$ cat src/rtl/sakebi_rmii_pkg.sv
// Shared types and constants for the sakebi RMII receive front end.
package sakebi_rmii_pkg;

  localparam int BYTE_W = 8;

  localparam logic [1:0] DIBIT_PREAMBLE = 2'b01;
  localparam logic [1:0] DIBIT_SFD      = 2'b11;
  localparam logic [1:0] DIBIT_FALSE    = 2'b10;

  typedef enum logic [1:0] {
    IDLE     = 2'd0,
    PREAMBLE = 2'd1,
    DATA     = 2'd2
  } rx_state_e;

  // Drop a dibit into its LSB-first slot of the byte under assembly.
  function automatic logic [BYTE_W-1:0] place_dibit(
    input logic [BYTE_W-1:0] asm_in,
    input logic [1:0]        idx,
    input logic [1:0]        dibit
  );
    logic [BYTE_W-1:0] r;
    r = asm_in;
    r[{idx, 1'b0} +: 2] = dibit;
    return r;
  endfunction

endpackage

$ cat src/rtl/sakebi_sync_fifo.sv
// Single-clock first-word-fall-through FIFO with full/empty flags.
// The head entry is read combinationally so it is visible the cycle after
// it is written; an empty FIFO presents all-zero data.
module sakebi_sync_fifo #(
  parameter int WIDTH = 8,
  parameter int DEPTH = 16
) (
  input  logic             clk,
  input  logic             rst,
  input  logic             push,
  input  logic [WIDTH-1:0] din,
  input  logic             pop,
  output logic [WIDTH-1:0] dout,
  output logic             full,
  output logic             empty
);

  localparam int AW = $clog2(DEPTH);

  logic [WIDTH-1:0] mem_q [DEPTH];
  logic [AW:0]      wr_ptr_q, wr_ptr_d;
  logic [AW:0]      rd_ptr_q, rd_ptr_d;
  logic             do_push;
  logic             do_pop;

  // Flags, guarded push/pop and next pointer values.
  always_comb begin
    empty    = (wr_ptr_q == rd_ptr_q);
    full     = (wr_ptr_q[AW] != rd_ptr_q[AW]) &&
               (wr_ptr_q[AW-1:0] == rd_ptr_q[AW-1:0]);
    do_pop   = pop && !empty;
    // A full FIFO still accepts a push when a pop frees the head slot.
    do_push  = push && (!full || do_pop);
    wr_ptr_d = do_push ? wr_ptr_q + 1'b1 : wr_ptr_q;
    rd_ptr_d = do_pop  ? rd_ptr_q + 1'b1 : rd_ptr_q;
    dout     = empty ? '0 : mem_q[rd_ptr_q[AW-1:0]];
  end

  // Pointer registers.
  always_ff @(posedge clk or posedge rst) begin
    if (rst) begin
      wr_ptr_q <= '0;
      rd_ptr_q <= '0;
    end else begin
      wr_ptr_q <= wr_ptr_d;
      rd_ptr_q <= rd_ptr_d;
    end
  end

  // Storage array; contents need no reset since the pointers gate visibility.
  always_ff @(posedge clk) begin
    if (do_push) begin
      mem_q[wr_ptr_q[AW-1:0]] <= din;
    end
  end

endmodule

$ cat src/rtl/sakebi_rmii_rx.sv
// RMII receive front end: preamble/SFD strip, LSB-first dibit-to-byte
// assembly, and an AXI4-Stream master fed from a FWFT byte FIFO.
// Optional feature macro: SAKEBI_RMII_RX_TLAST_EN adds o_axis_TLAST by
// holding each completed byte until the next one (or the frame end) is known.
module sakebi_rmii_rx
  import sakebi_rmii_pkg::*;
#(
  parameter int FIFO_DEPTH = 16
) (
  input  logic       i_rmii_REF_CLK,
  input  logic       i_rmii_RST,
  input  logic       i_rmii_CRS_DV,
  input  logic [1:0] i_rmii_RXD,
  output logic       o_axis_TVALID,
  input  logic       i_axis_TREADY,
`ifdef SAKEBI_RMII_RX_TLAST_EN
  output logic       o_axis_TLAST,
`endif
  output logic [7:0] o_axis_TDATA
);

`ifdef SAKEBI_RMII_RX_TLAST_EN
  localparam int FIFO_W = BYTE_W + 1;
`else
  localparam int FIFO_W = BYTE_W;
`endif

  rx_state_e         state_q, state_d;
  logic [1:0]        idx_q, idx_d;
  logic [BYTE_W-1:0] asm_q, asm_d;
  logic              byte_done;
  logic [BYTE_W-1:0] byte_val;

  logic              fifo_push_req;
  logic              fifo_push;
  logic [FIFO_W-1:0] fifo_din;
  logic              fifo_pop;
  logic [FIFO_W-1:0] fifo_dout;
  logic              fifo_full;
  logic              fifo_empty;

`ifdef SAKEBI_RMII_RX_TLAST_EN
  logic              frame_end;
  logic [BYTE_W-1:0] pend_q, pend_d;
  logic              pend_valid_q, pend_valid_d;
`endif

  // Receive state machine: next state, dibit assembly and byte completion.
  always_comb begin
    state_d   = state_q;
    idx_d     = idx_q;
    asm_d     = asm_q;
    byte_done = 1'b0;
    byte_val  = '0;
`ifdef SAKEBI_RMII_RX_TLAST_EN
    frame_end = 1'b0;
`endif
    case (state_q)
      IDLE: begin
        if (i_rmii_CRS_DV && (i_rmii_RXD == DIBIT_PREAMBLE)) begin
          state_d = PREAMBLE;
        end
      end
      PREAMBLE: begin
        if (!i_rmii_CRS_DV) begin
          state_d = IDLE;
        end else if (i_rmii_RXD == DIBIT_SFD) begin
          state_d = DATA;
          idx_d   = 2'd0;
        end else if (i_rmii_RXD == DIBIT_FALSE) begin
          state_d = IDLE;
        end
      end
      DATA: begin
        // At odd indices the PHY toggles CRS_DV at end of frame, so the
        // dibit is taken regardless; only a low at an even index ends it.
        if (i_rmii_CRS_DV || idx_q[0]) begin
          asm_d = place_dibit(asm_q, idx_q, i_rmii_RXD);
          idx_d = idx_q + 2'd1;
          if (idx_q == 2'd3) begin
            byte_done = 1'b1;
            byte_val  = asm_d;
          end
        end else begin
          state_d = IDLE;
          idx_d   = 2'd0;
`ifdef SAKEBI_RMII_RX_TLAST_EN
          frame_end = 1'b1;
`endif
        end
      end
      default: begin
        state_d = IDLE;
        idx_d   = 2'd0;
      end
    endcase
  end

  // State, dibit index and assembly register.
  always_ff @(posedge i_rmii_REF_CLK or posedge i_rmii_RST) begin
    if (i_rmii_RST) begin
      state_q <= IDLE;
      idx_q   <= 2'd0;
      asm_q   <= '0;
    end else begin
      state_q <= state_d;
      idx_q   <= idx_d;
      asm_q   <= asm_d;
    end
  end

`ifdef SAKEBI_RMII_RX_TLAST_EN
  // Hold the latest byte until we know whether it is the last of its frame.
  always_comb begin
    pend_d        = pend_q;
    pend_valid_d  = pend_valid_q;
    fifo_push_req = 1'b0;
    fifo_din      = '0;
    if (byte_done) begin
      if (pend_valid_q) begin
        fifo_push_req = 1'b1;
        fifo_din      = {1'b0, pend_q};
      end
      pend_d       = byte_val;
      pend_valid_d = 1'b1;
    end else if (frame_end) begin
      if (pend_valid_q) begin
        fifo_push_req = 1'b1;
        fifo_din      = {1'b1, pend_q};
      end
      pend_valid_d = 1'b0;
    end
  end

  // Pending-byte register.
  always_ff @(posedge i_rmii_REF_CLK or posedge i_rmii_RST) begin
    if (i_rmii_RST) begin
      pend_q       <= '0;
      pend_valid_q <= 1'b0;
    end else begin
      pend_q       <= pend_d;
      pend_valid_q <= pend_valid_d;
    end
  end
`else
  // Completed bytes go straight into the FIFO on the edge that finishes them.
  always_comb begin
    fifo_push_req = byte_done;
    fifo_din      = byte_val;
  end
`endif

  // Stream handshake; a byte arriving while full with no pop is dropped here.
  always_comb begin
    fifo_pop      = !fifo_empty && i_axis_TREADY;
    fifo_push     = fifo_push_req && (!fifo_full || fifo_pop);
    o_axis_TVALID = !fifo_empty;
    o_axis_TDATA  = fifo_dout[BYTE_W-1:0];
`ifdef SAKEBI_RMII_RX_TLAST_EN
    o_axis_TLAST  = fifo_dout[BYTE_W];
`endif
  end

  sakebi_sync_fifo #(
    .WIDTH (FIFO_W),
    .DEPTH (FIFO_DEPTH)
  ) u_fifo (
    .clk   (i_rmii_REF_CLK),
    .rst   (i_rmii_RST),
    .push  (fifo_push),
    .din   (fifo_din),
    .pop   (fifo_pop),
    .dout  (fifo_dout),
    .full  (fifo_full),
    .empty (fifo_empty)
  );

endmodule

$ cat config.mk
export PLATFORM = sky130hd
export DESIGN_NAME = sakebi_rmii_rx
export DESIGN_NICKNAME = d
export VERILOG_FILES = /design/src/rtl/sakebi_rmii_pkg.sv /design/src/rtl/sakebi_sync_fifo.sv /design/src/rtl/sakebi_rmii_rx.sv
export SDC_FILE = /design/constraint.sdc
export NUM_CORES = 1
export LEC_CHECK = 0
export ABC_AREA = 1
export ABC_CLOCK_PERIOD_IN_PS = 2340
export CORE_MARGIN = 4
export CORE_UTILIZATION = 55
export DETAILED_ROUTE_END_ITERATION = 7
export PLACE_DENSITY_LB_ADDON = 0.15
export SLEW_MARGIN = 20
export SYNTH_ARGS = -nofsm -noshare
export SYNTH_HDL_FRONTEND = slang
export SYNTH_SLANG_ARGS = --single-unit
$ cat constraint.sdc
create_clock -name i_rmii_REF_CLK -period 2.34 [get_ports i_rmii_REF_CLK]
set_clock_uncertainty 0.05 [all_clocks]
set_input_delay 0.234 -clock i_rmii_REF_CLK [delete_from_list [all_inputs] [get_ports i_rmii_REF_CLK]]
set_output_delay 0.234 -clock i_rmii_REF_CLK [all_outputs]
set_load 0.02 [all_outputs]
# Yosys cells after proc, flatten, opt, wreduce, memory -nomap -nowiden
# Memory sizes are Yosys's and may differ from the RTL's.
# Index checks and enable logic that the tools add are counted.
dict set report totals {
  register_bits 22
  ramBits 128
  input_bits 6
  output_inout_bits 9
  wordCells 62
  mem_count 1
}
dict set report op_classes {
  n_addsub 4
  eq_ne 14
  n_shift 2
  mux 20
  n_bitwise 1
  reduce_logical 15
}
# memory words word_bits read_ports rd_ports_with_merged_regs write_ports line
set memory_table {}
lappend memory_table {u_fifo.mem_q 16 8 1 0 1 sakebi_sync_fifo.sv:20} ;# logic [WIDTH-1:0] mem_q [DEPTH];
# operator n
set op_table {}
lappend op_table {{$mux 8} 4}
lappend op_table {{$mux 2} 8}
lappend op_table {{$pmux 2 s3} 2}
lappend op_table {{$add 5x1->5 const B} 2}
lappend op_table {{$bwmux 8} 1}
lappend op_table {{$eq 2x2->1 const B} 4}
lappend op_table {{$ne 2x2->1 const B} 4}
lappend op_table {{$shift 2x5->8 const A} 1}
lappend op_table {{$shiftx 2x5->8} 1}
lappend op_table {{$logic_and 1x1->1} 6}
lappend op_table {{$reduce_and 3->1} 2}
lappend op_table {{$eq 5x5->1} 1}
lappend op_table {{$mux 1} 5}
lappend op_table {{$neg 3->5} 1}
lappend op_table {{$eq 2x1->1 const B} 2}
lappend op_table {{$eq 4x4->1} 1}
lappend op_table {{$ne 4x4->1 const B} 1}
lappend op_table {{$logic_or 1x1->1} 3}
lappend op_table {{$add 2x1->2 const B} 1}
lappend op_table {{$logic_not 1->1} 2}
lappend op_table {{$logic_not 2->1} 1}
lappend op_table {{$reduce_and 2->1} 1}
lappend op_table {{$ne 1x1->1} 1}
lappend op_table {{$not 1->1} 1}

# Longest topological paths before layout
dict set report depth {
  depth_word 8
  mapped_depth 11
  ltp_nobuf 8
}

# Cells and area by module
# Synthesis repeated with hierarchy kept, for this count alone.
dict set report hier_totals {
  cells_unflattened 767
  area_unflattened_um2 7038.0
}
# mod n_inst cells_each area_per_inst_um2
set modules_own_cells {}
lappend modules_own_cells {sakebi_sync_fifo 1 657 6299.8}
lappend modules_own_cells {sakebi_rmii_rx 1 110 738.2}

# Least setup slack after synthesis
# Ideal clock, no wire load.
dict set report synth_path {
  path_kind {register to register}
  from {reg idx_q[0]}
  to {mem u_fifo.mem_q[0][5] (data pin)}
  arrival_ns 1.728
  t_required_ns 2.013
  slack_ns 0.286
  path_stages_with_launch 9
  n_path_buf 0
  period_less_slack_ns 2.054
  path_cell_list {dfrtp_1 > inv_1 > ha_1 > inv_1 > nor2_1 > nand3_1 > o22ai_1 > nand2_1 > nor2_1}
}
dict set report synth_via {
  elab_chain_cells 6
  elab_cells_between_ends 9
  cone_classes {add/sub: 1; eq/ne: 1; shift: 2; mux: 4; reduce/logical: 1}
}
# item line
set synth_rtl {}
lappend synth_rtl {{from (decl)} sakebi_rmii_rx.sv:29} ;# logic [1:0] idx_q, idx_d;
lappend synth_rtl {{from (signal assigned)} sakebi_rmii_rx.sv:107} ;# idx_q <= idx_d;
lappend synth_rtl {{$neg 3->5} sakebi_rmii_pkg.sv:24} ;# r[{idx, 1'b0} +: 2] = dibit;
lappend synth_rtl {{$shiftx 2x5->8 / $shift 2x5->8 (equally long branches)} sakebi_rmii_pkg.sv:24}
lappend synth_rtl {{$bwmux 8} sakebi_rmii_pkg.sv:24}
lappend synth_rtl {{$mux 8} sakebi_rmii_rx.sv:80} ;# if (idx_q == 2'd3) begin
lappend synth_rtl {{$mux 8 (*)} sakebi_rmii_rx.sv:77} ;# if (i_rmii_CRS_DV || idx_q[0]) begin
lappend synth_rtl {{$mux 8 (*)} sakebi_rmii_rx.sv:58} ;# case (state_q)
lappend synth_rtl {{via byte_val[5]} sakebi_rmii_rx.sv:32} ;# logic [BYTE_W-1:0] byte_val;
lappend synth_rtl {{to (decl)} sakebi_sync_fifo.sv:20}
# Mark *: on every way through the listed nets, which the timed path passes. The rest lies on a longest branch.

# Final worst setup path
dict set report layout_path {
  from {reg u_fifo.rd_ptr_q[0]}
  to {out o_axis_TVALID}
}
dict set report layout_via {
  elab_chain_cells 2
}
# item line
set layout_rtl {}
lappend layout_rtl {{from (decl)} sakebi_sync_fifo.sv:22} ;# logic [AW:0] rd_ptr_q, rd_ptr_d;
lappend layout_rtl {{from (signal assigned)} sakebi_sync_fifo.sv:46} ;# rd_ptr_q <= rd_ptr_d;
lappend layout_rtl {{$eq 5x5->1} sakebi_sync_fifo.sv:28} ;# empty = (wr_ptr_q == rd_ptr_q);
lappend layout_rtl {{$logic_not 1->1} sakebi_rmii_rx.sv:157} ;# o_axis_TVALID = !fifo_empty;
lappend layout_rtl {{to (decl)} sakebi_rmii_rx.sv:14} ;# output logic o_axis_TVALID,
# No other way between the ends.

==> metrics.cfg <==
[run_status]
status = finished, final reports clean

[die]
die_w_um = 120
coreArea_mm2 = 0.0122
die_y_um = 120
ioPinCount = 15
initial_core_util = 0.570
rows = 40
dieArea_mm2 = 0.0145

[yosys]
syn_inst = 726
synth_flop_cell = edfxtp_1
synth-async-reset-ratio = 0.135
avgSynthCellArea_um2 = 9.55
yosysSeqAreaShare = 0.626
synth_edf_count = 128
syn_area_mm2 = 0.00694
yosys.area.top_type = edfxtp_1
synth_nets = 742
synthDistinctLibCells = 27
synth_warnings = 0
ys_top_cells_by_count = nand2_1 (264), edfxtp_1 (128), inv_1 (113), nand3_1 (82), nor2_1 (28)
ys_seq_elements = 148
synth_top_area_frac = 0.554
ys_top_cells_by_area = edfxtp_1 (55%), nand2_1 (14%), dfrtp_1 (7.2%), inv_1 (6.1%), nand3_1 (5.9%)
synth.most_common_cell = nand2_1

[placed_design]
dp_hpwl_um = 10500
gp_congestion = 0.909
portBuffers = 14

[cts]
clk_latency_ns = 0.42
max-clock-path-buffers = 2
h-tree-depth = 4
cts.sinks = 148
root_buffer = clkbuf_16
cts_tree = done
cts_buffers = 17
path_clk_slew_ns = 0.06

[timing]
fin_crit_sh = 0.962
tns_ns = 0
tightest_slew_ns = 0.610
rsz0062_at_grt = false
hold_viol_final = 0
final-max-slew-violation-count = 0
finalCriticalPeriod_ns = 2.25
hold_slack_ns = 0.140
slew_headroom = 0.593
finalSetupViolCount = 0
fmax_mhz = 444

[min_path]
min_path_type = in -> async

[global_routing]
grt_antenna_before_repair = 0
grt_max_degree = 49
grt_pass1_wl_um = 25300
grt_pass1_vias = 4873
grt_use_met1 = 0.318
grt.busiest_layer = met2
grtUsageTotal = 0.232
use_met3 = 0.0430
overflow = 0
globalRouteMet2Util = 0.370

[routing]
drtAntennaViolNets = 0
drt-pass1-iter-count = 5
routed_via_density = 5.13
wl_per_cell_um = 16.3
num_vias = 4907
drt_iter0_drc = 448
finalWirelength_um = 15600
drc_errors = 0

[critical_path]
required_ns = 2.06
path_class = reg -> out
worst_ep_arrival_time_ns = 1.97
cp_max_fo = 7
cp-start-kind = register
end_kind = output port

[power]
p_leak_nw = 3.62
ir_drop_v = 0.000460
powerDensity_mw_per_mm2 = 997

[run]
cap_violations = 0

[final_layout]
drive_gt1_frac = 0.117
diodes = 0
synthToLayoutAreaGrowth_pct = 16.6
nets = 793

## metrics by stage
step            util  power (mW)  setup slack (ns)  cell area, µm²  cells
2_1_floorplan      -        4.67             0.286            6940    726
3_3_place_gp   0.615        5.28             0.130            7480    925
3_5_place_dp   0.615        5.32             0.104            7480    925
4_1_cts        0.666        8.05           0.00466            8100    956
5_1_grt        0.665        8.51            0.0104            8090    957
6_report       0.665        8.06            0.0878            8090    957
## logic make-up after synthesis
kind of cell | count (synthesis) | synth area share
adders and majority gates | 10 | 0.0180
DFF | 148 | 0.626
buffers and inverters | 143 | 0.0889
xor gates and xnor gates | 11 | 0.0139
and+or+nand+nor | 386 | 0.229
AOI/OAI and AO/OA | 28 | 0.0236
## state kept, by name, summed over array words and instances (netlist names)
signal	cells
u_fifo.mem_q	128
idx_q	2
state_q	2
u_fifo.wr_ptr_q	5
asm_q	6
u_fifo.rd_ptr_q	5
## worst max-delay path, cell delays in order, from the launching register on
cell and delay, ns:
dfrtp_2 0.45, buf_4 0.17, xor2_1 0.14, nor2_2 0.15, nand3_2 0.13, buf_4 0.18
dlygate4sd2_1 0.32
## area by class of cell
class,instances,area [µm²]
inverters,117,442
fillers,996,4070
clock buffers,20,437
clock inverters,11,160
flip-flops and latches,148,4350
well taps,168,210
repair buffers,58,519
multi-input cells,435,1980
## path summary, 6_finish.rpt
path / start / to / slack (ns) / depth (start not counted)
min in group i_rmii_REF_CLK: state_q[1] / state_q[1] / 0.41 / 1
max in group asynchronous: i_rmii_RST / u_fifo.rd_ptr_q[2] / 1.56 / 3
min: i_rmii_RST / asm_q[0] / 0.14 / 2
min reg2reg: state_q[1] / state_q[1] / 0.41 / 1
max reg2reg: idx_q[0] / u_fifo.mem_q[4][4] / 0.23 / 9
max: u_fifo.rd_ptr_q[0] / o_axis_TVALID / 0.09 / 6
## cells in the final DEF, fill, tap and decap left out
cell type / count
nand2_1: 264
edfxtp_1: 128
inv_1: 111
nand3_1: 82
buf_4: 33
nor2_1: 28
clkbuf_16: 18
dfrtp_1: 17
o21ai_0: 12
a21oi_1: 10
ha_1: 10
xor2_1: 8
buf_2: 7
buf_6: 6
clkinv_1: 5
clkdlybuf4s50_1: 5
bufinv_16: 4
buf_12: 4
inv_2: 3
nor2_2: 3
xnor2_1: 3
nor3_1: 3
o22ai_1: 3
clkbuf_1: 3
dfrtp_2: 3
nand3_2: 2
and2_1: 2
clkinvlp_4: 2
o2111a_1: 1
o21ai_4: 1
nor2_4: 1
nand2_2: 1
inv_4: 1
o31ai_1: 1
clkinv_4: 1
clkinv_2: 1
dlygate4sd2_1: 1
clkbuf_2: 1
## per-layer routing
metal  vias up  share of wire  routed length, µm
met5         -              0                  0
met4         0          0.019                298
met3        21          0.059                915
met2       159           0.48               7430
met1      2310           0.45               6970
li1       2417              -                  -
## report_power, final
part,switching (mW),leakage (nW),internal (mW)
Sequential,0.0901,1.74,2.93
Clock,0.980,0.283,1.76
Combinational,1.51,1.59,0.795
## repair_timing
action	in CTS	in global routing
pin swaps	0	0
hold buffers	0	0
gates cloned	0	1
setup endpoints to repair	9	24
setup buffers	0	0
resized for setup	27	16
No activity file was read; power rests on OpenSTA's default activity.
